File: src/rtl/cpu_ctrl_seq_pkg.sv
// Shared definitions for the control sequencer: state encodings, opcode classes, CSR map.
package cpu_ctrl_seq_pkg;

    typedef enum logic [3:0] {
        ST_IDLE      = 4'd0,
        ST_FETCH     = 4'd1,
        ST_WAIT_INST = 4'd2,
        ST_DECODE    = 4'd3,
        ST_CALC      = 4'd4,
        ST_MEM_RD    = 4'd5,
        ST_MEM_WR    = 4'd6,
        ST_BRANCH    = 4'd7,
        ST_RETIRE    = 4'd8,
        ST_HALT      = 4'd9,
        ST_ERROR     = 4'd10
    } state_t;

    localparam logic [5:0] OP_NOP   = 6'd0;
    localparam logic [5:0] OP_ALU   = 6'd1;
    localparam logic [5:0] OP_LOAD  = 6'd2;
    localparam logic [5:0] OP_STORE = 6'd3;
    localparam logic [5:0] OP_BE    = 6'd4;
    localparam logic [5:0] OP_BNE   = 6'd5;
    localparam logic [5:0] OP_HALT  = 6'd63;

    localparam int CSR_CTRL        = 0;
    localparam int CSR_STATUS      = 1;
    localparam int CSR_STEP        = 2;
    localparam int CSR_INST_COUNT  = 3;
    localparam int CSR_STALL_COUNT = 4;
    localparam int CSR_TIMEOUT     = 5;

    // States in which the watchdog counts cycles spent waiting on something external.
    function automatic logic is_watched(state_t s);
        return s inside {ST_FETCH, ST_WAIT_INST, ST_CALC, ST_MEM_RD, ST_MEM_WR};
    endfunction

endpackage

File: src/rtl/cpu_ctrl_csr.sv
// CSR slave: CTRL/STEP/TIMEOUT registers, saturating perf counters and registered read mux.
module cpu_ctrl_csr
    import cpu_ctrl_seq_pkg::*;
#(
    parameter int          DATA_BITS     = 32,
    parameter int          CSR_ADDR_BITS = 3,
    parameter int unsigned TIMEOUT_RST   = 255
) (
    input  logic                     clk,
    input  logic                     rst,
    input  logic [CSR_ADDR_BITS-1:0] addr,
    input  logic                     read,
    input  logic                     write,
    input  logic [DATA_BITS-1:0]     writedata,
    output logic [DATA_BITS-1:0]     readdata,
    output logic                     readdatavalid,
    input  logic [3:0]               fsm_state,
    input  logic                     halted,
    input  logic                     error,
    input  logic                     inst_done,
    input  logic                     stall,
    output logic                     run,
    output logic                     step_mode,
    output logic                     clear,
    output logic                     step,
    output logic [DATA_BITS-1:0]     timeout
);

    logic [DATA_BITS-1:0] inst_count;
    logic [DATA_BITS-1:0] stall_count;
    logic [DATA_BITS-1:0] rdata;
    logic                 wr_ctrl;
    logic                 wr_step;
    logic                 wr_timeout;

    assign wr_ctrl    = write && (addr == CSR_ADDR_BITS'(CSR_CTRL));
    assign wr_step    = write && (addr == CSR_ADDR_BITS'(CSR_STEP));
    assign wr_timeout = write && (addr == CSR_ADDR_BITS'(CSR_TIMEOUT));

    always_comb begin
        rdata = '0;
        case (addr)
            CSR_ADDR_BITS'(CSR_CTRL):        rdata = DATA_BITS'({step_mode, run});
            CSR_ADDR_BITS'(CSR_STATUS):      rdata = DATA_BITS'({error, halted, fsm_state});
            CSR_ADDR_BITS'(CSR_INST_COUNT):  rdata = inst_count;
            CSR_ADDR_BITS'(CSR_STALL_COUNT): rdata = stall_count;
            CSR_ADDR_BITS'(CSR_TIMEOUT):     rdata = timeout;
            default:                         rdata = '0;
        endcase
    end

    // clear and step are one-cycle pulses seen by the FSM the cycle after the write.
    always_ff @(posedge clk) begin
        if (!rst) begin
            run           <= 1'b0;
            step_mode     <= 1'b0;
            clear         <= 1'b0;
            step          <= 1'b0;
            timeout       <= DATA_BITS'(TIMEOUT_RST);
            inst_count    <= '0;
            stall_count   <= '0;
            readdata      <= '0;
            readdatavalid <= 1'b0;
        end else begin
            clear <= 1'b0;
            step  <= wr_step;
            if (wr_ctrl) begin
                run       <= writedata[0];
                step_mode <= writedata[1];
                clear     <= writedata[2];
            end
            if (wr_timeout) begin
                timeout <= writedata;
            end
            if (clear) begin
                inst_count  <= '0;
                stall_count <= '0;
            end else begin
                if (inst_done && (inst_count != '1)) begin
                    inst_count <= inst_count + DATA_BITS'(1);
                end
                if (stall && (stall_count != '1)) begin
                    stall_count <= stall_count + DATA_BITS'(1);
                end
            end
            readdatavalid <= read;
            readdata      <= read ? rdata : '0;
        end
    end

endmodule

File: src/rtl/cpu_ctrl_seq.sv
// Instruction sequencer: fetch/decode FSM with per-phase watchdog, driving ALU/memory/branch.
// Unit handshake: start is a one-cycle pulse on state entry; complete is sampled every cycle from then on, start cycle included.
module cpu_ctrl_seq
    import cpu_ctrl_seq_pkg::*;
#(
    parameter int          INST_BITS     = 32,
    parameter int          DATA_BITS     = 32,
    parameter int          CSR_ADDR_BITS = 3,
    parameter int unsigned TIMEOUT_RST   = 255
) (
    input  logic                     clk,
    input  logic                     rst,
    input  logic                     i_empty,
    output logic                     o_fetch_req,
    input  logic [INST_BITS-1:0]     i_inst,
    input  logic                     i_inst_valid,
    output logic                     o_calc_start,
    output logic [5:0]               o_calc_op,
    input  logic                     i_calc_complete,
    output logic                     o_read_mem_start,
    input  logic                     i_read_mem_complete,
    output logic                     o_write_mem_start,
    input  logic                     i_write_mem_complete,
    input  logic [DATA_BITS-1:0]     i_src0,
    input  logic [DATA_BITS-1:0]     i_src1,
    output logic                     o_be_bne,
    output logic                     o_inst_complete,
    output logic                     o_halted,
    output logic                     o_error,
    input  logic [CSR_ADDR_BITS-1:0] i_addr,
    input  logic                     i_read,
    input  logic                     i_write,
    input  logic [DATA_BITS-1:0]     i_writedata,
    output logic [DATA_BITS-1:0]     o_readdata,
    output logic                     o_readdatavalid
);

    state_t               state;
    state_t               state_next;
    logic [5:0]           opcode;
    logic                 taken;
    logic                 entered;
    logic [DATA_BITS-1:0] wd_count;
    logic [DATA_BITS-1:0] timeout;
    logic                 run, step_mode, clear, step;
    logic                 wd_hit;
    logic                 unused_inst_bits;

    assign unused_inst_bits = ^i_inst[INST_BITS-7:0];

    // wd_count holds cycles already spent in the state, so the limit is hit on the TIMEOUT-th cycle.
    assign wd_hit = (timeout != '0) && is_watched(state) && (wd_count >= timeout - DATA_BITS'(1));

    always_ff @(posedge clk) begin
        if (!rst) begin
            state <= ST_IDLE;
        end else begin
            state <= state_next;
        end
    end

    always_ff @(posedge clk) begin
        if (!rst) begin
            opcode   <= '0;
            taken    <= 1'b0;
            entered  <= 1'b0;
            wd_count <= '0;
        end else begin
            entered <= (state_next != state);
            if ((state == ST_WAIT_INST) && i_inst_valid) begin
                opcode <= i_inst[INST_BITS-1 -: 6];
            end
            taken <= (state == ST_BRANCH) &&
                     ((opcode == OP_BE) ? (i_src0 == i_src1) : (i_src0 != i_src1));
            if (state_next != state) begin
                wd_count <= '0;
            end else if (is_watched(state) && (wd_count != '1)) begin
                wd_count <= wd_count + DATA_BITS'(1);
            end
        end
    end

    always_comb begin
        state_next = state;
        case (state)
            ST_IDLE:      if (run || (step && step_mode)) state_next = ST_FETCH;
            ST_FETCH:     if (!i_empty) state_next = ST_WAIT_INST;
                          else if (wd_hit) state_next = ST_ERROR;
            ST_WAIT_INST: if (i_inst_valid) state_next = ST_DECODE;
                          else if (wd_hit) state_next = ST_ERROR;
            ST_DECODE: begin
                case (opcode)
                    OP_NOP:          state_next = ST_RETIRE;
                    OP_ALU:          state_next = ST_CALC;
                    OP_LOAD:         state_next = ST_MEM_RD;
                    OP_STORE:        state_next = ST_MEM_WR;
                    OP_BE, OP_BNE:   state_next = ST_BRANCH;
                    OP_HALT:         state_next = ST_HALT;
                    default:         state_next = ST_ERROR;
                endcase
            end
            ST_CALC:      if (i_calc_complete) state_next = ST_RETIRE;
                          else if (wd_hit) state_next = ST_ERROR;
            ST_MEM_RD:    if (i_read_mem_complete) state_next = ST_RETIRE;
                          else if (wd_hit) state_next = ST_ERROR;
            ST_MEM_WR:    if (i_write_mem_complete) state_next = ST_RETIRE;
                          else if (wd_hit) state_next = ST_ERROR;
            ST_BRANCH:    state_next = ST_RETIRE;
            ST_RETIRE:    state_next = (run && !step_mode) ? ST_FETCH : ST_IDLE;
            ST_HALT,
            ST_ERROR:     if (clear) state_next = ST_IDLE;
            default:      state_next = ST_IDLE;
        endcase
    end

    always_comb begin
        o_fetch_req       = (state == ST_FETCH) && !i_empty;
        o_calc_start      = (state == ST_CALC) && entered;
        o_calc_op         = o_calc_start ? opcode : 6'd0;
        o_read_mem_start  = (state == ST_MEM_RD) && entered;
        o_write_mem_start = (state == ST_MEM_WR) && entered;
        o_inst_complete   = (state == ST_RETIRE);
        o_be_bne          = (state == ST_RETIRE) && taken;
        o_halted          = (state == ST_HALT);
        o_error           = (state == ST_ERROR);
    end

    cpu_ctrl_csr #(
        .DATA_BITS     (DATA_BITS),
        .CSR_ADDR_BITS (CSR_ADDR_BITS),
        .TIMEOUT_RST   (TIMEOUT_RST)
    ) u_csr (
        .clk           (clk),
        .rst           (rst),
        .addr          (i_addr),
        .read          (i_read),
        .write         (i_write),
        .writedata     (i_writedata),
        .readdata      (o_readdata),
        .readdatavalid (o_readdatavalid),
        .fsm_state     (state),
        .halted        (o_halted),
        .error         (o_error),
        .inst_done     (o_inst_complete),
        .stall         ((state == ST_FETCH) && i_empty),
        .run           (run),
        .step_mode     (step_mode),
        .clear         (clear),
        .step          (step),
        .timeout       (timeout)
    );

endmodule
File: config.mk
export PLATFORM = sky130hd
export DESIGN_NAME = cpu_ctrl_seq
export DESIGN_NICKNAME = d
export VERILOG_FILES = /design/src/rtl/cpu_ctrl_seq_pkg.sv /design/src/rtl/cpu_ctrl_csr.sv /design/src/rtl/cpu_ctrl_seq.sv
export SDC_FILE = /design/constraint.sdc
export NUM_CORES = 1
export LEC_CHECK = 0
export BUFFER_PORTS_ARGS = -buffer_cell sky130_fd_sc_hd__buf_4
export CAP_MARGIN = 30
export CORE_ASPECT_RATIO = 0.5
export CORE_MARGIN = 2
export CORE_UTILIZATION = 58
export CTS_CLUSTER_DIAMETER = 150
export DETAILED_ROUTE_END_ITERATION = 16
export MAX_ROUTING_LAYER = met4
export PLACE_DENSITY = 0.88
export SYNTH_ARGS = -nofsm -noshare
export SYNTH_HDL_FRONTEND = slang
export SYNTH_HIERARCHICAL = 1
export SYNTH_SLANG_ARGS = --single-unit
File: constraint.sdc
create_clock -name clk -period 11.7 [get_ports clk]
set_input_delay 2.34 -clock clk [delete_from_list [all_inputs] [get_ports clk]]
set_output_delay 2.34 -clock clk [all_outputs]
set_load 0.02 [all_outputs]
Yosys cells after proc, flatten, opt, wreduce, memory -nomap -nowiden:

Index checks and enable logic that the tools add are counted.

* register bits after elaboration: 177
* input port bits: 140
* output and inout bits: 47

* add/sub/neg operators: 4
* $lt $le $gt $ge: 1
* eq/ne operators: 27
* muxes and demuxes: 14
* bitwise logic cells: 1
* reductions and logical operators: 32

Operators by type and width (number)
* 32-bit one-hot mux with 5 select lines: 1
* 32-bit by 1-bit adder with 32-bit output (second input constant): 3
* 32-bit inequality test (second input constant): 3
* 4-bit one-hot mux with 10 select lines: 1
* 32-bit equality test: 1
* 32-bit >= comparator: 1
* 4-bit two-way mux: 8
* 32-bit inequality test: 1
* 32-bit nonzero test: 1
* 32-bit by 1-bit subtractor with 32-bit output (second input constant): 1
* 4-bit one-hot mux with 6 select lines: 1
* 1-bit logical AND: 18
* 4-bit by 3-bit equality test with 1-bit output (second input constant): 4
* 4-bit equality test (second input constant): 3
* 6-bit by 2-bit equality test with 1-bit output (second input constant): 2
* 6-bit by 3-bit equality test with 1-bit output (second input constant): 2
* 4-bit by 2-bit equality test with 1-bit output (second input constant): 2
* 2-bit OR reduction: 4
* 3-bit by 2-bit equality test with 1-bit output (second input constant): 2
* 3-bit equality test (second input constant): 2
* 6-bit by 1-bit equality test with 1-bit output (second input constant): 1
* 6-bit equality test (second input constant): 1
* 6-bit zero test: 1
* 6-bit two-way mux: 1
* other kinds (11): 14

Longest topological paths before layout:

Gate-level depths: netlist (run 1).

* depth in word-level cells: 9
* gate-level depth with buffers: 16
* depth with buffers taken out: 15

Modules after synthesis:

The synthesis (run 1) kept the hierarchy.

Modules (own cells, without submodules)
* cpu_ctrl_csr: times used 1, cells each 723, area an instance 6153.4 um^2
* cpu_ctrl_seq: times used 1, cells each 505, area an instance 4031.4 um^2

Least setup slack after synthesis (run 1):

Ideal clock, no wire load.

* kind: in2out
* start point: in i_empty
* end point: out o_fetch_req
* arrival: 3.014 ns
* path slack: 6.346 ns
* stages: 1
* path buffers: 0
* path through: nor4_1

* word-level cells in the longest chain between the ends: 2

Ends and longest elaborated chain
* start: declaration: line cpu_ctrl_seq.sv:13 `input logic i_empty,`
* 1-bit zero test: line cpu_ctrl_seq.sv:117 `o_fetch_req = (state == ST_FETCH) && !i_empty;`
* 1-bit logical AND: line cpu_ctrl_seq.sv:117
* end: declaration: line cpu_ctrl_seq.sv:14 `output logic o_fetch_req,`

Every way passes these cells.

Final worst setup path (run 1):

Same ends and word-level chain as after synthesis.

==> metrics.md, run 1 <==
| Metric | Value |
|---|---|
| Hold Path Class | `flop to flop` |
| Syn Inst Count | `1,228` |
| Max Cap Viol | `0` |
| H-tree depth | `4` |
| Post-synth ARST share | `0%` |
| Initial Util | `58.97%` |
| Ant. Diodes | `0` |
| Top_reg_cell synth | `dfxtp_1` |
| I/O Pins | `187` |
| Largest net degree at the start of global routing | `61` |
| Fin. max-slew vios | `0` |
| Num rows | `34` |
| Synth Area in Compound Gates | `between 10% and 20%` |
| Worst slack, placed | `roughly 6500 ps` |
| Fin worst setup slack | `6466 ps` |
| Leakage | `4.559 nW` |
| Worst path bufs/invs | `2` |
| Multiplexer share of the synthesized area | `4.484%` |
| Crit path max fanout | `5` |
| Worst EP arrival | `2890 ps` |
| Global-route wire length before repair | `46,540 um` |
| FF-to-FF setup slack | `6760 ps` |
| Distinct cells, synth | `roughly 70` |
| Core Footprint | `0.01727 mm2` |
| Global route overflow | `0` |
| Fin crit share | `44.73%` |
| Routed vias | `10,090` |
| Worst-Margin Slew | `938.9 ps` |
| Outcome | `completed` |
| Largest family of logic cells by synthesized area | `simple AND/OR/NAND/NOR gates` |
| CP Capture Type | `output port` |
| Worst path required time | `9360 ps` |
| Via density | `6.295` |
| Mean Syn Cell Area | `8.294 um2` |
| DP Cell Count | `about 1,600` |
| Fillers | `1,284` |
| Synth Area in XOR/XNOR | `8.686%` |
| CP dominant cell by count | `buf_4` |
| Synth Net Count | `1,405` |
| Post-CTS setup buffers | `0` |
| Final Hold Fails | `0` |
| Sequential-to-total area share from yosys stat | `34.79%` |
| Crit-path cells | `buf_4 -> nor4_1 -> buf_4` |
| P&R area growth vs syn | `19.23%` |
| Count leader, synth | `dfxtp_1` |
| RSZ-0062 raised after global routing | `false` |
| Setup TNS | `0 ps` |
| Fmax | `191.1 MHz` |
| Initial antenna violation count | `0` |
| Iter 0 DRT Violations | `1,053` |
| Die area | `0.01870 mm2` |
| Top cell family by delay on the critical path | `buffers and inverters` |
| Top cells by area, synth | `dfxtp_1, nand2_1, xor2_1, ha_1, xnor2_1` |
| Power density cells | `107.2 mW/mm2` |
| GRT Resource Usage Total | `roughly a third` |
| Antenna Nets Post-Route | `0` |
| Post-Synthesis Cell Area | `0.01018 mm2` |
| Hold buffers post-CTS | `0` |
| Clock buffer count from CTS | `17` |
| Post-Synth Adder-Cell Area | `4.545%` |
| # nets final | `1,532` |
| Area leader, netlist | `dfxtp_1` |
| Clock-pin slew on the worst setup and hold paths | `70 ps` |
| Clock root cell | `clkbuf_16` |
| DIE WIDTH | `191.4 um` |
| Post-Synth Simple-Gate Area | `28.72%` |
| Layout cells sized above 1 | `between 10% and 20%` |
| Clock Latency Late Sink | `between 400 and 500 ps` |
| Slowest stage delay, CP | `roughly 230 ps` |
| Worst setup SP type | `input pin` |
| Routed WL | `28,650 um` |
| # DRC | `0` |
| Commonest cells post-synth | `dfxtp_1, nand2_1, nor2_1` |
| DP HPWL | `approximately 21,000 um` |
| Vias in the first global route | `approximately 9,600` |
| CTS resizes | `0` |
| Clock tree buffer depth | `2` |
| Fin cells | `1,602` |
| Max VDD drop | `0.0001099 V` |
| Min Tclk post-route | `5234 ps` |
| Share of the synthesized area in the top cell type | `34.79%` |
| TritonCTS clock tree | `done` |
| Slowest cell on crit path | `nor4_1` |
| Slew headroom | `~37%` |
| Clock sinks | `177` |
| TritonRoute pass-1 iters | `6` |
| Synth Register Bits | `roughly 180` |
| Post-synth EDFFs | `0` |
| WS Path Type | `input pin to output port` |
| Worst Skew | `18.52 ps` |
| Buffers on Ports | `160` |
| WL/cell | `17.89 um` |
| Ys Warns | `6` |
| Placer Congestion | `0.9222` |
| Die Ht | `roughly 98 um` |
| Setup-failing EPs final | `0` |
-- layer usage --
layer	track usage, %	wire length, um	vias up
li1	-	-	4739
met1	39.67	11850	4727
met2	52.43	13660	537
met3	5.164	2413	82
met4	11.18	734	0
met5	-	0	-
-- cells in the final DEF (no fill, tap or decap), drive strengths merged, types with 11 or more instances in the layout --
cell / Yosys / routed
a21oi: 61 / 61
dfxtp: 177 / 177
o21ai: 48 / 48
nand4: 37 / 37
nor4: 30 / 30
mux2i: 13 / 13
inv: 16 / 21
and2: 18 / 18
nand2: 144 / 144
a21boi: 24 / 24
xnor2: 43 / 43
mux2: 29 / 29
nor3: 59 / 59
o31ai: 12 / 12
buf: 18 / 170
a22oi: 35 / 35
nor2b: 12 / 12
or4: 21 / 21
nand2b: 11 / 11
and4: 16 / 16
nand3: 54 / 54
a31oi: 11 / 11
xor2: 58 / 58
nor2: 96 / 96
and3: 11 / 11
or3: 30 / 30
ha: 37 / 37
clkbuf: 45 / 20
-- registers in the layout, indices dropped and copies added (netlist names) --
| name | count |
|---|---|
| entered | 1 |
| opcode | 6 |
| state | 4 |
| taken | 1 |
| u_csr/clear | 1 |
| u_csr/inst_count | 32 |
| u_csr/readdata | 32 |
| u_csr/readdatavalid | 1 |
| u_csr/run | 1 |
| u_csr/stall_count | 32 |
| u_csr/step | 1 |
| u_csr/step_mode | 1 |
| u_csr/timeout | 32 |
| wd_count | 32 |
-- per-stage QoR --
step	util, %	total power (W)	instance area, um2	hold slack, ps
after floorplan	-	0.0006771	10180	445.6
after global placement	66.11	0.0007209	11420	464.1
after detailed placement	66.83	0.0007288	11540	477.2
after CTS	70.26	0.001300	12140	487.0
after global routing	70.31	0.001333	12140	530.0
final	70.31	0.001302	12140	494.8
-- area by class of cell --
| cell class | instances | area [um2] | share of cell area (%) |
|---|---|---|---|
| inverters | 17 | 63.81 | 0.5255 |
| clock inverters | 13 | 150.1 | 1.236 |
| flip-flops and latches | 177 | 3543 | 29.18 |
| clock buffers | 19 | 442.9 | 3.648 |
| multi-input cells | 971 | 6287 | 51.78 |
| repair buffers | 171 | 1363 | 11.22 |
| well taps | 234 | 292.8 | 2.411 |
-- cells by family (layout without fill, tap and decap cells) --
kind of cell / Yosys count / count (layout)
buffers and inverters: 80 / 220
AO/OA/AOI/OAI: 237 / 237
XOR/XNOR: 101 / 101
adder cells (fa/ha/maj): 37 / 37
AND/OR/NAND/NOR: 554 / 554
multiplexers: 42 / 42
flip-flops: 177 / 177
-- worst reg2reg max path: cells and delay by family (launching register included) --
kind	cells	cell delay [ps]
compound gates	2	670
xor+xnor	1	170
fa+ha+maj	1	320
buf+inv	1	360
flops	1	390
simple gates	11	2960
-- where the power goes --
group	internal [W]	leakage (nW)	total, W	switching [W]
Clock	0.000325	0.291	0.000585	0.000260
Sequential	0.000606	1.43	0.000614	0.00000737
Combinational	0.0000510	2.84	0.000104	0.0000528
Total	0.000982	4.56	0.00130	0.000320
-- worst paths after layout --
check                                         start                   to  cells after the start
worst max-delay path                        i_empty          o_fetch_req                      3
worst min-delay path            u_csr/inst_count[7]  u_csr/inst_count[7]                      2
worst max register to register     u_csr/timeout[8]         wd_count[18]                     16
worst min register to register  u_csr/inst_count[7]  u_csr/inst_count[7]                      2
Power figures use the tool's default switching activity.
==> inputs of run 2 (changes only) <==
- ABC_AREA: unset -> 1
- CORE_UTILIZATION: 58 -> 52
- PLACE_DENSITY: 0.88 -> 0.83
- clock period: 11.7 -> 4.4 ns (I/O delays scaled with it)
==> run 2 against run 1 <==
Net effect: area after synthesis is 9.6% higher; cell area is 8.3% higher; register-to-register slack worse by 6300 ps; via count grew 14%; worst hold slack better by 2.9 ps; clock-buffer cell count unchanged; die area up 22%; worst setup slack got worse by 6000 ps; critical endpoint is now wd_count[5].
==> metrics.md, run 2 <==
| Metric | Value |
|---|---|
| Outcome | `completed` |
| FF-to-FF setup slack | `460 ps (-6300 ps)` |
| Top cells by area, synth | `dfxtp_1, nand2_1, nor2_1, inv_1, nand3_1` |
| Ant. Diodes | `0 (unchanged)` |
| WHS | `497.7 ps (+2.914 ps)` |
| Synth Area in XOR/XNOR | `6.118% (-2.6 points)` |
| Final Hold Fails | `0 (unchanged)` |
| Routed vias | `11,500 (+14%)` |
| Die Ht | `107.6 um (+10%)` |
| Critical R2R Capture | `wd_count[5]` |
| I/O Pins | `187 (unchanged)` |
| Buffers on Ports | `160 (unchanged)` |
| Seq pwr share | `45.6% (-1.5 points)` |
| # nets final | `2,054 (+34%)` |
| Ys Warns | `6 (unchanged)` |
| Worst EP arrival | `4320 ps (+1430 ps)` |
| Initial antenna violation count | `0 (unchanged)` |
| Post-layout instance area | `0.01316 mm2 (+8.3%)` |
| Vias in the first global route | `10,360 (+8.4%)` |
| Leakage | `5.726 nW (+26%)` |
| Worst setup SP type | `flop` |
| Worst-Margin Slew | `1037 ps (+98.47 ps)` |
| Fin. max-slew vios | `0 (unchanged)` |
| Fmax | `roughly 250 MHz` |
| Max Cap Viol | `0 (unchanged)` |
| Most common cell after layout, fill and taps aside | `nand2_1` |
| Clock-pin slew on the worst setup and hold paths | `70 ps (about the same)` |
| Synth Register Bits | `177 (unchanged)` |
| Area leader, netlist | `dfxtp_1` |
| Post-Synth Simple-Gate Area | `37.17% (+8.4 points)` |
| Power density cells | `272.7 mW/mm2 (+150%)` |
| Clock root cell | `clkbuf_16` |
| Placer Congestion | `1.031 (+12%)` |
| Commonest non-fill, non-tap cells in the layout | `nand2_1, nor2_1, inv_1, dfxtp_1, buf_4` |
| Global route overflow | `0 (unchanged)` |
| Top_reg_cell synth | `dfxtp_1` |
| Clock Latency Late Sink | `450 ps (about the same)` |
| Placed instance area | `0.01252 mm2 (+8.5%)` |
| Post-Synth Adder-Cell Area | `4.146% (-0.40 points)` |
| Antenna Nets Post-Route | `0 (unchanged)` |
| Post-Synthesis Cell Area | `0.01117 mm2 (+9.6%)` |
| Hold_sp | `opcode[4]` |
| Num rows | `37 (+8.8%)` |
| Die area | `0.02273 mm2 (+22%)` |
| Syn Inst Count | `1,734 (+41%)` |
| Worst hold path depth | `2 (unchanged)` |
| Sequential-to-total area share from yosys stat | `31.73% (-3.1 points)` |
| Hold EP | `opcode[4]` |
| R2R Path Start | `u_csr/timeout[4]` |
| Largest family of logic cells by synthesized area | `simple AND/OR/NAND/NOR gates` |
| Iter 0 DRT Violations | `1,155 (+9.7%)` |
| WS Path Type | `flop to flop` |
| Synth Area in Compound Gates | `10.53% (-4.7 points)` |
| GRT Resource Usage Total | `29.04% (-2.8 points)` |
| Clock sinks | `177 (unchanged)` |
| DP HPWL | `24,350 um (+17%)` |
| Worst path required time | `4780 ps (-4580 ps)` |
| DIE WIDTH | `211.2 um (+10%)` |
| Global-route wire length before repair | `50,700 um (+8.9%)` |
| TritonRoute pass-1 iters | `5 (-1)` |
| Fin util | `63.29% (-7.0 points)` |
| Share of the synthesized area in the top cell type | `31.73% (-3.1 points)` |
| Slowest stage delay, CP | `370 ps (+140 ps)` |
| Clock buffer count from CTS | `17 (unchanged)` |
| Slew headroom | `30.67% (-6.2 points)` |
| Slowest cell on crit path | `dfxtp_1` |
| Commonest cells post-synth | `nand2_1, nor2_1, inv_1` |
| H-tree depth | `4 (unchanged)` |
| Worst setup path start | `u_csr/timeout[4]` |
| Setup-failing EPs final | `0 (unchanged)` |
| Int Pwr | `0.002719 W (+180%)` |
| Routed WL | `31,400 um (+9.6%)` |
| CP Capture Type | `flop` |
| Reg2Reg Depth | `29 (+13)` |
| Core Footprint | `0.02079 mm2 (+20%)` |
| P&R area growth vs syn | `17.82%` |
| Max VDD drop | `0.0002497 V (+130%)` |
| Sw Share | `24.22% (-0.34 points)` |
| Min Tclk post-route | `3940 ps` |
| # DRC | `0 (unchanged)` |
| Crit path max fanout | `32 (+27)` |
| Via density | `5.318 (-16%)` |
| Worst Skew | `11.76 ps (-6.758 ps)` |
| Hold Path Class | `flop to flop` |
| Switching power | `0.0008689 W (+170%)` |
| Post-synth EDFFs | `0 (unchanged)` |
| RSZ-0062 raised after global routing | `false` |
| Count leader, synth | `nand2_1` |
| Post-synth ARST share | `0% (unchanged)` |
| Clock tree buffer depth | `2 (unchanged)` |
| Clock power frac | `46.1% (+1.2 points)` |
| Distinct cells, synth | `50 (-31%)` |
| WL/cell | `14.52 um (-19%)` |
| Mean Syn Cell Area | `6.440 um2 (-22%)` |
| CP dominant cell by count | `nand2_1` |
| Initial Util | `53.72% (-5.2 points)` |
| Setup TNS | `0 ps (unchanged)` |
| TritonCTS clock tree | `done` |
| Multiplexer share of the synthesized area | `0% (-4.5 points)` |
| Synth Net Count | `1,911 (+36%)` |
| Fin crit share | `roughly 90%` |
| Largest net degree at the start of global routing | `47 (-23%)` |
| Logic pwr share | `8.3% (+0.3 points)` |
| Layout cells sized above 1 | `15.19% (-3.7 points)` |
## run 2: cells by family after synthesis
family | after synthesis
XOR/XNOR | 78
AND/OR/NAND/NOR | 946
AO/OA/AOI/OAI | 208
buffers and inverters | 288
flip-flops | 177
adder cells (fa/ha/maj) | 37
## run 2: worst max-delay path, delay by kind of cell, from the launching register on
kind / cells / cell delay [ps]
and+or+nand+nor: 24 / 2660
DFF: 1 / 370
adders and majority gates: 1 / 270
buffers and inverters: 2 / 250
xor gates and xnor gates: 1 / 160
AOI/OAI and AO/OA: 1 / 140
## run 2: what timing repair did
item                                    4_1_cts  5_1_grt
resized for setup                             0        3
endpoints found under the setup margin        0       32
hold buffers                                  0        0
setup buffers                                 0        0
## run 2: final cells by class
| class | instances | area (um2) |
|---|---|---|
| clock buffer | 19 | 442.9 |
| clock inverter | 12 | 182.7 |
| fill | 1867 | 7630 |
| inverter | 249 | 934.6 |
| multi-input combinational | 1269 | 6480 |
| sequential | 177 | 3543 |
| tap | 273 | 341.6 |
| timing repair buffer | 163 | 1231 |
## run 2: how the worst max path moves through the flow
stage               slack (ps)           to  cells after the start
floorplan                 1060  wd_count[1]                     27
global placement           340  wd_count[5]                     27
detailed placement         250  wd_count[5]                     29
CTS                        230  wd_count[5]                     29
global route                10  wd_count[5]                     27
finish                     460  wd_count[5]                     29
## run 2: power by group through the flow
stage               Sequential [W]  Combinational [W]  Clock (W)
floorplan                  0.00167           0.000166          0
global placement           0.00167           0.000290          0
detailed placement         0.00167           0.000295          0
CTS                        0.00163           0.000297    0.00166
global route               0.00164           0.000332    0.00173
finish                     0.00163           0.000299    0.00165
## run 2: per-layer routing
layer	up-vias	share of wire, %	track usage, %
li1	5817	-	-
met4	0	2.2	9.205
met5	-	0	-
met2	371	44	44.36
met3	55	8.4	6.622
met1	5254	45	38.24
## run 2: per-stage QoR
stage | power [W] | instances | setup slack [ps]
final | 0.003588 | 2162 | 459.7
after global routing | 0.003702 | 2162 | 14.54
after floorplan | 0.001835 | 1734 | 1064
after detailed placement | 0.001966 | 2131 | 253.0
after global placement | 0.001960 | 2131 | 340.0
after CTS | 0.003592 | 2162 | 233.1
